<file path="src/rtl/ex_operand_stage_if.sv">
// Purpose : bundle of decode, forwarding, execute-handshake and ALU-operand signals
//           for the ID/EX operand stage. master = surrounding pipeline, slave = stage.
// Ports   : decode (in_*), flush, ex_ready, EX/MEM and MEM/WB snoop, ALU outputs, stall_cnt.
interface ex_operand_stage_if #(
    parameter int XLEN        = 64,
    parameter int REG_ADDR_W  = 5,
    parameter int STALL_CNT_W = 16
);
    // decode side
    logic                   in_valid;
    logic                   in_ready;
    logic [3:0]             in_alu_op;
    logic [REG_ADDR_W-1:0]  in_rs1_addr;
    logic [REG_ADDR_W-1:0]  in_rs2_addr;
    logic [XLEN-1:0]        in_rs1_data;
    logic [XLEN-1:0]        in_rs2_data;
    logic [XLEN-1:0]        in_imm;
    logic [XLEN-1:0]        in_pc;
    logic                   in_a_sel;
    logic                   in_b_sel;
    logic                   in_is_store;
    logic [REG_ADDR_W-1:0]  in_rd_addr;
    logic                   in_rd_we;
    logic                   flush;
    // execute side
    logic                   ex_ready;
    logic                   out_valid;
    logic [3:0]             alu_op;
    logic [XLEN-1:0]        input_alu_A;
    logic [XLEN-1:0]        input_alu_B;
    logic [XLEN-1:0]        out_store_data;
    logic [REG_ADDR_W-1:0]  out_rd_addr;
    logic                   out_rd_we;
    logic [STALL_CNT_W-1:0] stall_cnt;
    // later pipeline stages
    logic [REG_ADDR_W-1:0]  exmem_rd_addr;
    logic                   exmem_rd_we;
    logic                   exmem_is_load;
    logic [XLEN-1:0]        exmem_result;
    logic [REG_ADDR_W-1:0]  memwb_rd_addr;
    logic                   memwb_rd_we;
    logic [XLEN-1:0]        memwb_result;

    modport master (
        output in_valid, in_alu_op, in_rs1_addr, in_rs2_addr, in_rs1_data, in_rs2_data,
               in_imm, in_pc, in_a_sel, in_b_sel, in_is_store, in_rd_addr, in_rd_we,
               flush, ex_ready, exmem_rd_addr, exmem_rd_we, exmem_is_load, exmem_result,
               memwb_rd_addr, memwb_rd_we, memwb_result,
        input  in_ready, out_valid, alu_op, input_alu_A, input_alu_B, out_store_data,
               out_rd_addr, out_rd_we, stall_cnt
    );

    modport slave (
        input  in_valid, in_alu_op, in_rs1_addr, in_rs2_addr, in_rs1_data, in_rs2_data,
               in_imm, in_pc, in_a_sel, in_b_sel, in_is_store, in_rd_addr, in_rd_we,
               flush, ex_ready, exmem_rd_addr, exmem_rd_we, exmem_is_load, exmem_result,
               memwb_rd_addr, memwb_rd_we, memwb_result,
        output in_ready, out_valid, alu_op, input_alu_A, input_alu_B, out_store_data,
               out_rd_addr, out_rd_we, stall_cnt
    );
endinterface

</file>
<file path="src/rtl/ex_operand_stage.sv">
// Purpose : ID/EX register + operand select with EX/MEM, MEM/WB forwarding and load-use stall.
// Latency : 1 cycle accept -> out_valid when no hazard; full throughput with ex_ready=1.
// Backpr. : in_ready = !valid | (out_valid & ex_ready); held instruction is stable while stalled.
// Ports   : clk, rst_n (async, active low); bus (slave modport) carries decode inputs,
//           flush, ex_ready, EX/MEM + MEM/WB forwarding sources and ALU operand outputs.
module ex_operand_stage #(
    parameter int XLEN        = 64,
    parameter int REG_ADDR_W  = 5,
    parameter int STALL_CNT_W = 16
) (
    input  logic              clk,
    input  logic              rst_n,
    ex_operand_stage_if.slave bus
);
    typedef enum logic [1:0] {
        ST_EMPTY  = 2'd0,
        ST_ISSUE  = 2'd1,
        ST_HAZARD = 2'd2
    } stage_state_e;

    // held instruction; r_valid is the only real state bit, the enum is its decoded view
    logic                   r_valid;
    logic [3:0]             r_alu_op;
    logic [REG_ADDR_W-1:0]  r_rs1_addr;
    logic [REG_ADDR_W-1:0]  r_rs2_addr;
    logic [XLEN-1:0]        r_rs1_data;
    logic [XLEN-1:0]        r_rs2_data;
    logic [XLEN-1:0]        r_imm;
    logic [XLEN-1:0]        r_pc;
    logic                   r_a_sel;
    logic                   r_b_sel;
    logic                   r_is_store;
    logic [REG_ADDR_W-1:0]  r_rd_addr;
    logic                   r_rd_we;
    logic [STALL_CNT_W-1:0] r_stall_cnt;

    stage_state_e           w_state;
    logic                   w_uses_rs1;
    logic                   w_uses_rs2;
    logic                   w_ex_load;
    logic                   w_ex_fwd;
    logic                   w_wb_fwd;
    logic                   w_hazard;
    logic                   w_out_valid;
    logic                   w_fire;
    logic                   w_in_ready;
    logic                   w_accept;
    logic                   w_snoop_rs1;
    logic                   w_snoop_rs2;
    logic                   w_stall_sat;
    logic [XLEN-1:0]        w_fwd_rs1;
    logic [XLEN-1:0]        w_fwd_rs2;

    // store data needs rs2 even when B takes the immediate
    assign w_uses_rs1 = ~r_a_sel;
    assign w_uses_rs2 = ~r_b_sel | r_is_store;

    // x0 writes are architecturally void, so they neither stall nor forward
    assign w_ex_load = bus.exmem_rd_we & bus.exmem_is_load & (bus.exmem_rd_addr != '0);
    assign w_ex_fwd  = bus.exmem_rd_we & ~bus.exmem_is_load & (bus.exmem_rd_addr != '0);
    assign w_wb_fwd  = bus.memwb_rd_we & (bus.memwb_rd_addr != '0);

    assign w_hazard = r_valid & w_ex_load &
                      ((w_uses_rs1 & (bus.exmem_rd_addr == r_rs1_addr)) |
                       (w_uses_rs2 & (bus.exmem_rd_addr == r_rs2_addr)));

    always_comb begin
        w_state = ST_EMPTY;
        if (r_valid) begin
            w_state = w_hazard ? ST_HAZARD : ST_ISSUE;
        end
    end

    assign w_out_valid = (w_state == ST_ISSUE);
    assign w_fire      = w_out_valid & bus.ex_ready;
    assign w_in_ready  = ~r_valid | w_fire;
    assign w_accept    = bus.in_valid & w_in_ready;

    // newest producer wins: EX/MEM over MEM/WB over the register-file copy
    always_comb begin
        w_fwd_rs1 = r_rs1_data;
        if (r_rs1_addr != '0) begin
            if (w_ex_fwd && (bus.exmem_rd_addr == r_rs1_addr)) begin
                w_fwd_rs1 = bus.exmem_result;
            end else if (w_wb_fwd && (bus.memwb_rd_addr == r_rs1_addr)) begin
                w_fwd_rs1 = bus.memwb_result;
            end
        end
    end

    always_comb begin
        w_fwd_rs2 = r_rs2_data;
        if (r_rs2_addr != '0) begin
            if (w_ex_fwd && (bus.exmem_rd_addr == r_rs2_addr)) begin
                w_fwd_rs2 = bus.exmem_result;
            end else if (w_wb_fwd && (bus.memwb_rd_addr == r_rs2_addr)) begin
                w_fwd_rs2 = bus.memwb_result;
            end
        end
    end

    // a value retiring from MEM/WB while we wait would otherwise be lost next cycle
    assign w_snoop_rs1 = w_wb_fwd & (bus.memwb_rd_addr == r_rs1_addr);
    assign w_snoop_rs2 = w_wb_fwd & (bus.memwb_rd_addr == r_rs2_addr);
    assign w_stall_sat = (r_stall_cnt == {STALL_CNT_W{1'b1}});

    always_ff @(posedge clk or negedge rst_n) begin
        if (!rst_n) begin
            r_valid    <= 1'b0;
            r_alu_op   <= '0;
            r_rs1_addr <= '0;
            r_rs2_addr <= '0;
            r_rs1_data <= '0;
            r_rs2_data <= '0;
            r_imm      <= '0;
            r_pc       <= '0;
            r_a_sel    <= 1'b0;
            r_b_sel    <= 1'b0;
            r_is_store <= 1'b0;
            r_rd_addr  <= '0;
            r_rd_we    <= 1'b0;
        end else if (bus.flush) begin
            r_valid <= 1'b0;
        end else if (w_accept) begin
            r_valid    <= 1'b1;
            r_alu_op   <= bus.in_alu_op;
            r_rs1_addr <= bus.in_rs1_addr;
            r_rs2_addr <= bus.in_rs2_addr;
            r_rs1_data <= bus.in_rs1_data;
            r_rs2_data <= bus.in_rs2_data;
            r_imm      <= bus.in_imm;
            r_pc       <= bus.in_pc;
            r_a_sel    <= bus.in_a_sel;
            r_b_sel    <= bus.in_b_sel;
            r_is_store <= bus.in_is_store;
            r_rd_addr  <= bus.in_rd_addr;
            r_rd_we    <= bus.in_rd_we;
        end else begin
            if (w_fire) begin
                r_valid <= 1'b0;
            end
            if (r_valid && w_snoop_rs1) begin
                r_rs1_data <= bus.memwb_result;
            end
            if (r_valid && w_snoop_rs2) begin
                r_rs2_data <= bus.memwb_result;
            end
        end
    end

    always_ff @(posedge clk or negedge rst_n) begin
        if (!rst_n) begin
            r_stall_cnt <= '0;
        end else if (w_hazard && !w_stall_sat) begin
            r_stall_cnt <= r_stall_cnt + {{(STALL_CNT_W-1){1'b0}}, 1'b1};
        end
    end

    assign bus.in_ready       = w_in_ready;
    assign bus.out_valid      = w_out_valid;
    assign bus.alu_op         = r_alu_op;
    assign bus.input_alu_A    = r_a_sel ? r_pc  : w_fwd_rs1;
    assign bus.input_alu_B    = r_b_sel ? r_imm : w_fwd_rs2;
    assign bus.out_store_data = w_fwd_rs2;
    assign bus.out_rd_addr    = r_rd_addr;
    assign bus.out_rd_we      = r_rd_we & w_out_valid;
    assign bus.stall_cnt      = r_stall_cnt;
endmodule

</file>
<file path="src/flat_wrapper.sv">
// flat-port wrapper written by rule: the top's interface ports become plain ports
module ex_operand_stage_flat 
#(
    parameter int XLEN        = 64,
    parameter int REG_ADDR_W  = 5,
    parameter int STALL_CNT_W = 16
)
  (clk, rst_n, bus_in_valid, bus_in_alu_op, bus_in_rs1_addr, bus_in_rs2_addr, bus_in_rs1_data, bus_in_rs2_data, bus_in_imm, bus_in_pc, bus_in_a_sel, bus_in_b_sel, bus_in_is_store, bus_in_rd_addr, bus_in_rd_we, bus_flush, bus_ex_ready, bus_exmem_rd_addr, bus_exmem_rd_we, bus_exmem_is_load, bus_exmem_result, bus_memwb_rd_addr, bus_memwb_rd_we, bus_memwb_result, bus_in_ready, bus_out_valid, bus_alu_op, bus_input_alu_A, bus_input_alu_B, bus_out_store_data, bus_out_rd_addr, bus_out_rd_we, bus_stall_cnt);
  ex_operand_stage_if #(.XLEN(XLEN), .REG_ADDR_W(REG_ADDR_W), .STALL_CNT_W(STALL_CNT_W)) bus_i ();
  input  logic clk;
  input  logic rst_n;
  input wire logic [$bits(bus_i.in_valid)-1:0] bus_in_valid;
  input wire logic [$bits(bus_i.in_alu_op)-1:0] bus_in_alu_op;
  input wire logic [$bits(bus_i.in_rs1_addr)-1:0] bus_in_rs1_addr;
  input wire logic [$bits(bus_i.in_rs2_addr)-1:0] bus_in_rs2_addr;
  input wire logic [$bits(bus_i.in_rs1_data)-1:0] bus_in_rs1_data;
  input wire logic [$bits(bus_i.in_rs2_data)-1:0] bus_in_rs2_data;
  input wire logic [$bits(bus_i.in_imm)-1:0] bus_in_imm;
  input wire logic [$bits(bus_i.in_pc)-1:0] bus_in_pc;
  input wire logic [$bits(bus_i.in_a_sel)-1:0] bus_in_a_sel;
  input wire logic [$bits(bus_i.in_b_sel)-1:0] bus_in_b_sel;
  input wire logic [$bits(bus_i.in_is_store)-1:0] bus_in_is_store;
  input wire logic [$bits(bus_i.in_rd_addr)-1:0] bus_in_rd_addr;
  input wire logic [$bits(bus_i.in_rd_we)-1:0] bus_in_rd_we;
  input wire logic [$bits(bus_i.flush)-1:0] bus_flush;
  input wire logic [$bits(bus_i.ex_ready)-1:0] bus_ex_ready;
  input wire logic [$bits(bus_i.exmem_rd_addr)-1:0] bus_exmem_rd_addr;
  input wire logic [$bits(bus_i.exmem_rd_we)-1:0] bus_exmem_rd_we;
  input wire logic [$bits(bus_i.exmem_is_load)-1:0] bus_exmem_is_load;
  input wire logic [$bits(bus_i.exmem_result)-1:0] bus_exmem_result;
  input wire logic [$bits(bus_i.memwb_rd_addr)-1:0] bus_memwb_rd_addr;
  input wire logic [$bits(bus_i.memwb_rd_we)-1:0] bus_memwb_rd_we;
  input wire logic [$bits(bus_i.memwb_result)-1:0] bus_memwb_result;
  output wire logic [$bits(bus_i.in_ready)-1:0] bus_in_ready;
  output wire logic [$bits(bus_i.out_valid)-1:0] bus_out_valid;
  output wire logic [$bits(bus_i.alu_op)-1:0] bus_alu_op;
  output wire logic [$bits(bus_i.input_alu_A)-1:0] bus_input_alu_A;
  output wire logic [$bits(bus_i.input_alu_B)-1:0] bus_input_alu_B;
  output wire logic [$bits(bus_i.out_store_data)-1:0] bus_out_store_data;
  output wire logic [$bits(bus_i.out_rd_addr)-1:0] bus_out_rd_addr;
  output wire logic [$bits(bus_i.out_rd_we)-1:0] bus_out_rd_we;
  output wire logic [$bits(bus_i.stall_cnt)-1:0] bus_stall_cnt;
  assign bus_i.in_valid = bus_in_valid;
  assign bus_i.in_alu_op = bus_in_alu_op;
  assign bus_i.in_rs1_addr = bus_in_rs1_addr;
  assign bus_i.in_rs2_addr = bus_in_rs2_addr;
  assign bus_i.in_rs1_data = bus_in_rs1_data;
  assign bus_i.in_rs2_data = bus_in_rs2_data;
  assign bus_i.in_imm = bus_in_imm;
  assign bus_i.in_pc = bus_in_pc;
  assign bus_i.in_a_sel = bus_in_a_sel;
  assign bus_i.in_b_sel = bus_in_b_sel;
  assign bus_i.in_is_store = bus_in_is_store;
  assign bus_i.in_rd_addr = bus_in_rd_addr;
  assign bus_i.in_rd_we = bus_in_rd_we;
  assign bus_i.flush = bus_flush;
  assign bus_i.ex_ready = bus_ex_ready;
  assign bus_i.exmem_rd_addr = bus_exmem_rd_addr;
  assign bus_i.exmem_rd_we = bus_exmem_rd_we;
  assign bus_i.exmem_is_load = bus_exmem_is_load;
  assign bus_i.exmem_result = bus_exmem_result;
  assign bus_i.memwb_rd_addr = bus_memwb_rd_addr;
  assign bus_i.memwb_rd_we = bus_memwb_rd_we;
  assign bus_i.memwb_result = bus_memwb_result;
  assign bus_in_ready = bus_i.in_ready;
  assign bus_out_valid = bus_i.out_valid;
  assign bus_alu_op = bus_i.alu_op;
  assign bus_input_alu_A = bus_i.input_alu_A;
  assign bus_input_alu_B = bus_i.input_alu_B;
  assign bus_out_store_data = bus_i.out_store_data;
  assign bus_out_rd_addr = bus_i.out_rd_addr;
  assign bus_out_rd_we = bus_i.out_rd_we;
  assign bus_stall_cnt = bus_i.stall_cnt;
  ex_operand_stage #(.XLEN(XLEN), .REG_ADDR_W(REG_ADDR_W), .STALL_CNT_W(STALL_CNT_W)) u_core (.clk(clk), .rst_n(rst_n), .bus(bus_i));
endmodule
</file>
<file path="config.mk">
export PLATFORM = sky130hd
export DESIGN_NAME = ex_operand_stage_flat
export DESIGN_NICKNAME = d
export VERILOG_FILES = /design/src/rtl/ex_operand_stage_if.sv /design/src/rtl/ex_operand_stage.sv /design/src/flat_wrapper.sv
export SDC_FILE = /design/constraint.sdc
export NUM_CORES = 1
export LEC_CHECK = 0
export CAP_MARGIN = 30
export CORE_ASPECT_RATIO = 0.6
export CORE_UTILIZATION = 28
export CTS_BUF_LIST = sky130_fd_sc_hd__clkbuf_2 sky130_fd_sc_hd__clkbuf_4 sky130_fd_sc_hd__clkbuf_8
export DETAILED_ROUTE_END_ITERATION = 8
export MAX_ROUTING_LAYER = met4
export SLEW_MARGIN = 20
export SYNTH_ARGS = -nofsm -noshare
export SYNTH_HDL_FRONTEND = slang
export SYNTH_SLANG_ARGS = --single-unit
</file>
<file path="constraint.sdc">
create_clock -name clk -period 2.4 [get_ports clk]
set_input_delay 0.36 -clock clk [delete_from_list [all_inputs] [get_ports clk]]
set_output_delay 0.36 -clock clk [all_outputs]
set_load 0.005 [all_outputs]
</file>
==> metrics, run 1 <==
outcome=complete, but fails checks; failing checks=setup timing; Area Growth Syn to Fin=86.86%; total negative slack=-253.60 ns; #FFs+latches synth=approximately 300; Syn Std Cell Area=0.01657 mm2; RePlAce Congestion=between 0.9 and 1; DRT iter0 DRCs=~1.7k; Die X-Extent=316.0 um; count of maximum capacitance violations=0; H-tree level count=2; clk sink count=roughly 300; top cell type by total area after synthesis=dfrtp_1; crit path max fanout=8; Mean Syn Cell Area=9.419 um2; slowest stage cell on the critical path=or4_4; post-route setup slack=-0.8765 ns; Overall Power=about 19000 uW; Initial Utilization=28.60%; Synth top area share=44.71%; detailed-route wire length=around 95 mm; family with the most delay on the worst path=buffers and inverters; LEAKAGE=0.01364 uW; crit start category=flop; vias in the first global route=between 15k and 20k; Die H=190.4 um; Core Box Area=0.05794 mm2; # rows=68; initial antenna violation count=12; residual DRC count=0; Critical Path RT=2.04 ns; fraction of registers with async set/reset=100.0%; VDD IR max=between 0.4 and 0.5 mV; Pins Over Slew Limit=0; top post-synthesis cells by area=dfrtp_1 (45%), mux2_2 (10%), or3_1 (4.8%), nand2_1 (4.6%), nor2_1 (4.6%); dpl cells=3220; Yosys cell types=45; synth warn=0; largest net degree at the start of global routing=69; I/O pin cnt=about 650; Syn Inst Count=about 1.8k; grt ovf=0; Post-synth top flop=dfrtp_1; post-synthesis sequential area ratio=44.71%; IO Port Bufs=644; Slowest Stage Delay on Critical Path=about 0.44 ns; CTS max path bufs=3; worst slack, placed=-1.320 ns; number of enable flip-flop cells after synthesis=0; max_slew headroom=53.68%; CP arrival=2.92 ns; DR vias=approximately 20k; syn_nets=2185; share of layout cells above drive strength 1=39.42%; post-route minimum period=3.277 ns; CTS Buf Count=51; global-route wire length before repair=131.6 mm; CTS tree=yes; Worst Tran Pin Value=0.6948 ns; die area=0.06018 mm2; Layout fillers=5089; clk_lat worst skew=0.61 ns; clock skew=0.02389 ns; crit path capture type=output port; fmax=305.2 MHz; CP cell instances=buf_4 > or4_4 > nor2_4 > buf_12 > buf_12 > buf_16 > or3_4 > o211ai_1 > buf_4 > a31oi_1 > buf_2; final hold vios=0; crit share post-route=136.5%; root buf cell=clkbuf_8; routed vias/inst=5.499; drt wl/cell=26.79 um; Final Setup Violations=490; nets=around 3.2k; Post-Layout Cell Count=between 3k and 4k; WS Path Type=flop to output port; worst path buffer plus inverter count=6; RSZ-0062 raised after global routing=true; Detailed Place HPWL=58.17 mm; Hold Crit Class=primary input to asynchronous set/reset pin; ANT nets after route=0; power per cell area=601.8 mW/mm2; Reg clk slew, reported paths=around 0.06 ns; DRT Pass-1 Iters=6; GRT Total Usage=just over 30%
==> layout by cell type (no fill, tap or decap), types with 43 or more instances in the layout <==
cell             instances
o31ai_1                 43
a21oi_2                 45
buf_6                   80
a21oi_1                 85
mux2_4                  66
clkbuf_8                65
dfrtp_1                293
a31oi_1                 56
buf_4                  192
buf_12                  91
mux2_2                  86
clkdlybuf4s50_1        444
buf_16                  45
a21o_1                  62
o211ai_1                65
buf_2                  178
o22ai_1                 52
nand2_1                160
or3_1                  124
nor2_1                 195
==> final timing paths <==
path / start / to / slack (ns) / cells past startpoint
worst max-delay path: u_core.r_rs2_addr[4] / bus_input_alu_B[24] / -0.88 / 11
worst min-delay path: rst_n / u_core.bus.out_rd_addr[3] / 0.32 / 2
worst max register to register: u_core.r_rs1_addr[3] / u_core.r_pc[12] / -0.52 / 12
worst min register to register: u_core.bus.stall_cnt[12] / u_core.bus.stall_cnt[12] / 0.51 / 1
max in group asynchronous: rst_n / u_core.r_rs1_data[30] / 1.19 / 3
min in group clk: bus_in_imm[11] / u_core.r_imm[11] / 0.36 / 2
==> power breakdown <==
part	total, uW	switching [uW]	internal (uW)
combinational	6890	3070	3820
clock	5400	2310	3090
sequential	6340	542	5800
total	18600	5930	12700
==> Yosys cell counts (2+ instances only) <==
master and instances:
a31oi_1 64, clkbuf_1 106, o221a_2 27, nor4_1 2, nand4_1 4, nor3b_1 2
or4_1 4, nor2b_1 3, a21oi_1 131, nand2b_1 2, xnor2_1 16, buf_2 49
o31ai_1 64, nand3_1 8, inv_1 7, and3_1 3, nand2_1 203, or3_1 128
o22ai_1 63, nor3_1 10, o211ai_1 65, nor3_2 2, a211oi_1 2, nor2_1 201
o21ai_0 3, buf_6 6, mux2_2 152, dfrtp_1 296, o221a_1 38, nor4_2 2
and2_1 3, xor2_1 19, a21o_1 62
==> kinds of logic (layout without fill, tap and decap cells) <==
family                     Yosys count  after routing  synth area share, %
xor gates and xnor gates            35             35                1.850
buffers and inverters              168           1179                4.448
AOI/OAI and AO/OA                  526            526                22.69
muxes                              152            152                10.33
adders and majority gates            1              1              0.07551
other                                0             10                    0
and+or+nand+nor                    581            581                15.90
DFF                                296            296                44.71
==> stage by stage <==
step / cell area (um2) / hold slack (ns) / util [%]
6_report: 30960 / 0.3202 / 53.43
5_1_grt: 30960 / 0.3279 / 53.43
4_1_cts: 30040 / 0.3113 / 51.84
3_5_place_dp: 25530 / 0.3955 / 44.06
3_3_place_gp: 25530 / 0.3873 / 44.06
2_1_floorplan: 16570 / 0.06441 / -
==> layer usage <==
metal	track usage, %	vias up	wire (um)
li1	-	8463	-
met1	40.64	9914	41460
met2	46.63	965	43210
met3	5.959	181	7857
met4	7.692	0	2580
met5	-	-	0
==> registers in the layout, summed over array words and instances (netlist names) <==
| signal | count |
|---|---|
| u_core.r_is_store | 1 |
| u_core.bus.stall_cnt | 16 |
| u_core.bus.out_rd_addr | 5 |
| u_core.r_imm | 64 |
| u_core.r_rs2_addr | 5 |
| u_core.r_rs1_data | 64 |
| u_core.r_b_sel | 1 |
| u_core.r_rd_we | 1 |
| u_core.r_rs2_data | 64 |
| u_core.r_rs1_addr | 5 |
| u_core.bus.alu_op | 4 |
| u_core.r_pc | 64 |
| u_core.r_a_sel | 1 |
| u_core.r_valid | 1 |
==> final cells by class <==
cell class                      instances  area, um2  area share, %
Clock buffer                           81       1015          3.278
Tap cell                              770      963.4          3.112
Timing Repair Buffer                 1082      11580          37.41
Multi-Input combinational cell       1295       9788          31.62
Clock inverter                          9      145.1         0.4688
Antenna cell                           10      25.02        0.08083
Sequential cell                       296       7413          23.95
Inverter                                7      28.78        0.09295
==> what timing repair did <==
action	4_1_cts	5_1_grt
endpoints found under the setup margin	486	491
gates cloned	46	18
gates resized for setup	1115	160
hold endpoints to repair	56	0
setup buffers	171	34
pin swaps	287	149
hold buffers	1	0
Power figures use the tool's default switching activity.
==> run 2: changes to the inputs <==
--- a/config.mk
+++ b/config.mk
@@ -6,10 +6,10 @@
 export NUM_CORES = 1
 export LEC_CHECK = 0
 export CAP_MARGIN = 30
-export CORE_ASPECT_RATIO = 0.6
-export CORE_UTILIZATION = 28
+export CORE_AREA = 2 2 251 253
 export CTS_BUF_LIST = sky130_fd_sc_hd__clkbuf_2 sky130_fd_sc_hd__clkbuf_4 sky130_fd_sc_hd__clkbuf_8
 export DETAILED_ROUTE_END_ITERATION = 8
+export DIE_AREA = 0 0 253 255
 export MAX_ROUTING_LAYER = met4
 export SLEW_MARGIN = 20
 export SYNTH_ARGS = -nofsm -noshare
==> run 2 against run 1 <==
The run still ends with setup timing left; non-clock buffer count is 19 lower; count of clock-buffer cells in the layout rose by 7; setup slack lost 0.079 ns; maximum frequency down 2.4%; sequential power barely moved; utilization down 5.1 points; flip-flop and latch count unchanged; global-route usage shrank 3.4 points; clock power is 8.9% higher; critical endpoint is now bus_input_alu_B[11]; highest routed layer unchanged.
==> metrics, run 2 (synthesis gave the netlist of run 1 again) <==
outcome=complete, but fails checks; failing checks=setup timing; global-route wire length before repair=125.8 mm; CTS max path bufs=3; routed vias/inst=roughly 5.4; slowest stage cell on the critical path=dfrtp_1; crit path capture type=output port; fmax=298.0 MHz; Reg power frac=33.8%; CTS Buf Count=58; clk_lat worst skew=0.67 ns; IO Port Bufs=644; post-layout util=48.36%; root buf cell=clkbuf_8; Reg clk slew, reported paths=0.06 ns; H-tree level count=2; residual DRC count=0; Hold Crit Class=primary input to asynchronous set/reset pin; # rows=92; RePlAce Congestion=0.9426; drt wl/cell=26.36 um; combinational power share=between 30% and 40%; CP most frequent cell=buf_6; crit path max fanout=7; Post-DP Area=0.02562 mm2; Critical Path RT=2.04 ns; total negative slack=-243.30 ns; Detailed Place HPWL=58.80 mm; post-route setup slack=-0.9556 ns; Clock Power Share=31.3%; crit share post-route=139.8%; Overall Power=approximately 19000 uW; Final Setup Violations=slightly below 500; RSZ-0062 raised after global routing=true; switching share of power=31.44%; CTS tree=yes; CP cell instances=xnor2_2 > and4_4 > nand2_8 > buf_12 > buf_6 > buf_6 > or3_1 > o211ai_1 > buf_4 > a31oi_4 > buf_2; I/O pin cnt=645; P_sw=5920 uW; Worst Tran Pin Value=slightly below 0.6 ns; share of layout cells above drive strength 1=between 30% and 40%; ANT nets after route=0; GRT Total Usage=a little over a quarter; die area=0.06452 mm2; CP arrival=3.00 ns; VDD IR max=0.4199 mV; Die X-Extent=253 um; max_slew headroom=60.61%; commonest non-fill, non-tap cell in the layout=clkdlybuf4s50_1; DRT iter0 DRCs=1739; Layout fillers=5769; worst slack, placed=-1.167 ns; post-route minimum period=3.356 ns; Layout Cell Area excl Fill=0.03006 mm2; final hold vios=0; count of maximum capacitance violations=0; vias in the first global route=between 15k and 20k; WS Path Type=flop to output port; LEAKAGE=0.01305 uW; DR vias=19.42k; DRT Pass-1 Iters=5; Slowest Stage Delay on Critical Path=0.42 ns; internal power=12910 uW; largest net degree at the start of global routing=between 60 and 70; clock skew=0.04592 ns; Core Box Area=0.06216 mm2; grt ovf=0; worst path buffer plus inverter count=5; Die H=roughly 260 um; initial antenna violation count=11; Pins Over Slew Limit=0; detailed-route wire length=94.32 mm; power per cell area=around 630 mW/mm2; family with the most delay on the worst path=simple AND/OR/NAND/NOR gates; nets=roughly 3.1k; Area Growth Syn to Fin=81.42%; most frequent cells in the layout=clkdlybuf4s50_1 (444), dfrtp_1 (292), buf_4 (225), nor2_1 (194), nand2_1 (180); Initial Utilization=roughly a quarter; crit start category=flop; clk sink count=296
-- run 2: cell types whose count changed in the layout (fill, tap and decap cells not counted), moves of 16 or more --
cell	previous run	this run
buf_12	91	75
buf_4	192	225
buf_16	45	19
nand2_1	160	180
clkbuf_2	6	35
mux2_4	66	1
mux2_2	86	151
buf_2	178	140
-- run 2: final cells by class --
cell class	instances	area, um2	area share [%]
Timing Repair Buffer	1063	10860	36.13
Multi-Input combinational cell	1295	9394	31.25
Sequential cell	296	7415	24.67
Clock buffer	88	1124	3.738
Tap cell	799	999.7	3.326
Clock inverter	13	195.2	0.6494
Antenna cell	17	42.54	0.1415
Inverter	7	28.78	0.09574
-- run 2: per-layer routing --
metal	global-route usage (%)	share of wire, %	vias to the layer above	routed length (um)
met5	-	0	-	0
met4	11.06	4.2	0	3949
met2	44.07	48	1076	44910
met3	5.278	8.5	229	7998
li1	-	-	8439	-
met1	32.33	40	9674	37460
-- run 2: what timing repair did --
item	4_1_cts	5_1_grt
setup buffers	103	68
pin swaps	222	201
hold endpoints to repair	45	0
setup endpoints to repair	452	487
hold buffers	1	0
gates resized for setup	755	337
gates cloned	25	28
-- run 2: worst paths after layout --
path | slack [ns] | end | depth (start not counted) | from
max | -0.96 | bus_input_alu_B[11] | 11 | u_core.r_rs2_addr[2]
min | 0.29 | u_core.r_rs2_data[14] | 2 | rst_n
max reg2reg | -0.47 | u_core.r_imm[20] | 12 | u_core.r_rs2_addr[4]
min reg2reg | 0.50 | u_core.bus.alu_op[0] | 1 | u_core.bus.alu_op[0]
max in group asynchronous | 1.14 | u_core.r_b_sel | 3 | rst_n
min in group clk | 0.31 | u_core.r_imm[54] | 2 | bus_in_imm[54]
-- run 2: through the flow --
| step | hold WS [ns] | std cells |
|---|---|---|
| 5_1_grt | 0.2592 | 3570 |
| 3_3_place_gp | 0.3500 | 3266 |
| 2_1_floorplan | 0.06441 | 1759 |
| 3_5_place_dp | 0.3504 | 3266 |
| 4_1_cts | 0.2365 | 3495 |
| 6_report | 0.2861 | 3578 |
-- run 2: power by group through the flow --
stage | Combinational [uW] | Sequential (uW) | Clock (uW)
2_1_floorplan | 2400 | 6200 | 0
3_3_place_gp | 6040 | 6350 | 0
3_5_place_dp | 6090 | 6380 | 0
4_1_cts | 6020 | 6300 | 6010
5_1_grt | 7010 | 6420 | 6250
6_report | 6590 | 6360 | 5880
==> run 3: changes to the inputs <==
--- a/config.mk
+++ b/config.mk
@@ -10,7 +10,6 @@
 export CTS_BUF_LIST = sky130_fd_sc_hd__clkbuf_2 sky130_fd_sc_hd__clkbuf_4 sky130_fd_sc_hd__clkbuf_8
 export DETAILED_ROUTE_END_ITERATION = 8
 export DIE_AREA = 0 0 253 255
-export MAX_ROUTING_LAYER = met4
 export SLEW_MARGIN = 20
 export SYNTH_ARGS = -nofsm -noshare
 export SYNTH_HDL_FRONTEND = slang
==> run 3 against run 2 <==
The flow still finishes with violations (setup timing); maximum frequency rose by 1.4%; global-route usage is 1.5 points lower; cell count fell by 1.9%; critical path depth stayed put; critical path type unchanged; critical endpoint is now bus_input_alu_B[13]; highest routed layer is now met5.
==> metrics, run 3 (synthesis gave the netlist of run 1 again) <==
outcome=complete, but fails checks; failing checks=setup timing; Layout fillers=5934; CP cell instances=buf_6 > xnor2_4 > o211a_1 > nand2_4 > buf_4 > clkbuf_16 > or3_1 > o211ai_1 > buf_4 > a31oi_4 > buf_2; grt ovf=0; post-route setup slack=-0.9098 ns; slowest stage cell on the critical path=dfrtp_2; CP arrival=2.95 ns; Initial Utilization=between 20% and 30%; Hold Crit Class=primary input to asynchronous set/reset pin; multi-input logic area=0.009248 mm2; RePlAce Congestion=approximately 0.9; crit share post-route=137.9%; Die H=255 um; Reg clk slew, reported paths=0.07 ns; RSZ-0062 raised after global routing=true; IO Port Bufs=between 600 and 700; initial antenna violation count=12; Detailed Place HPWL=roughly 57 mm; max_slew headroom=59.60%; CTS max path bufs=3; Worst Tran Pin Value=0.6060 ns; most frequent cells in the layout=clkdlybuf4s50_1 (444), dfrtp_1 (292), nor2_1 (198), buf_4 (188), nand2_1 (180); register area=0.007415 mm2; Pins Over Slew Limit=0; detailed-route wire length=88.53 mm; DRT iter0 DRCs=1389; I/O pin cnt=between 600 and 700; WS Path Type=flop to output port; Core Box Area=0.06216 mm2; vias in the first global route=19.23k; H-tree level count=2; CP most frequent cell=buf_4; CTS tree=yes; die area=0.06452 mm2; global-route wire length before repair=122.7 mm; VDD IR max=0.3972 mV; CTS Buf Count=57; clk_lat worst skew=0.65 ns; worst slack, placed=-1.255 ns; Critical Path RT=around 2 ns; Die X-Extent=253 um; fmax=302.1 MHz; Post-DP Area=0.02557 mm2; LEAKAGE=between 0.01 and 0.015 uW; post-route minimum period=3.310 ns; GRT Total Usage=25.33%; largest net degree at the start of global routing=69; post-layout util=46.19%; ANT nets after route=0; final hold vios=0; power per cell area=approximately 630 mW/mm2; DR vias=18.91k; # rows=92; crit path max fanout=7; Layout Cell Area excl Fill=0.02871 mm2; Slowest Stage Delay on Critical Path=0.44 ns; Final Setup Violations=481; root buf cell=clkbuf_8; clock skew=0.03062 ns; Area Growth Syn to Fin=73.30%; share of layout cells above drive strength 1=36.04%; count of maximum capacitance violations=0; crit path capture type=output port; clk sink count=296; nets=3083; DRT Pass-1 Iters=5; routed vias/inst=5.386; residual DRC count=0; drt wl/cell=about 25 um; crit start category=flop; commonest non-fill, non-tap cell in the layout=clkdlybuf4s50_1
[run 3: per-stage QoR]
| step | hold slack (ns) | setup TNS, ns | instances | total power (uW) |
|---|---|---|---|---|
| after floorplan | 0.06441 | 0 | 1759 | 8593 |
| after global placement | 0.3651 | -326.87 | 3254 | 12420 |
| after detailed placement | 0.3703 | -341.98 | 3254 | 12480 |
| after CTS | 0.2469 | -232.56 | 3473 | 17880 |
| after global routing | 0.2982 | -252.42 | 3504 | 18810 |
| final | 0.2885 | -199.48 | 3511 | 17970 |
[run 3: final cells by class]
cell class,count,area share (%)
diodes,15,0.1307
clock buffers,94,4.026
clock inverters,5,0.1743
inverters,7,0.1002
multi-input cells,1295,32.21
flip-flops and latches,296,25.82
well taps,799,3.482
repair buffers,1000,34.06
[run 3: critical path, delay by kind of cell (launching register included)]
kind                   cells  cell delay [ns]
AO/OA/AOI/OAI              3             0.48
flip-flops                 1             0.44
XOR/XNOR                   1             0.15
AND/OR/NAND/NOR            2             0.44
buffers and inverters      5             0.81
[run 3: timing repair]
action | CTS | global route
gates cloned | 23 | 8
resized for setup | 747 | 301
setup endpoints to repair | 443 | 488
pin swaps | 220 | 195
hold buffers | 1 | 0
buffers inserted | 100 | 47
hold endpoints to repair | 47 | 0
[run 3: path summary, 6_finish.rpt]
check | depth (start not counted) | to | slack (ns) | startpoint
setup / recovery | 11 | bus_input_alu_B[13] | -0.91 | u_core.r_rs2_addr[1]
hold / removal | 2 | u_core.r_imm[16] | 0.29 | rst_n
setup reg to reg | 14 | u_core.r_rs2_data[41] | -0.33 | u_core.r_rs2_addr[1]
hold reg to reg | 1 | u_core.r_is_store | 0.50 | u_core.r_is_store
max in group asynchronous | 4 | u_core.r_rs2_data[41] | 1.19 | rst_n
min in group clk | 2 | u_core.r_pc[53] | 0.33 | bus_in_pc[53]
[run 3: power breakdown]
part | internal, uW | switching, uW | leakage, uW
clock | 3110 | 2340 | 0.000649
combinational | 3360 | 2820 | 0.00835
sequential | 5800 | 550 | 0.00340
[run 3: layer usage]
metal,vias up,GRT usage (%),part of all wire [%]
met5,-,0,0.030
met4,4,12.07,5.5
met3,281,4.749,8.2
met2,997,42.68,47
met1,9318,31.30,39
li1,8309,-,-
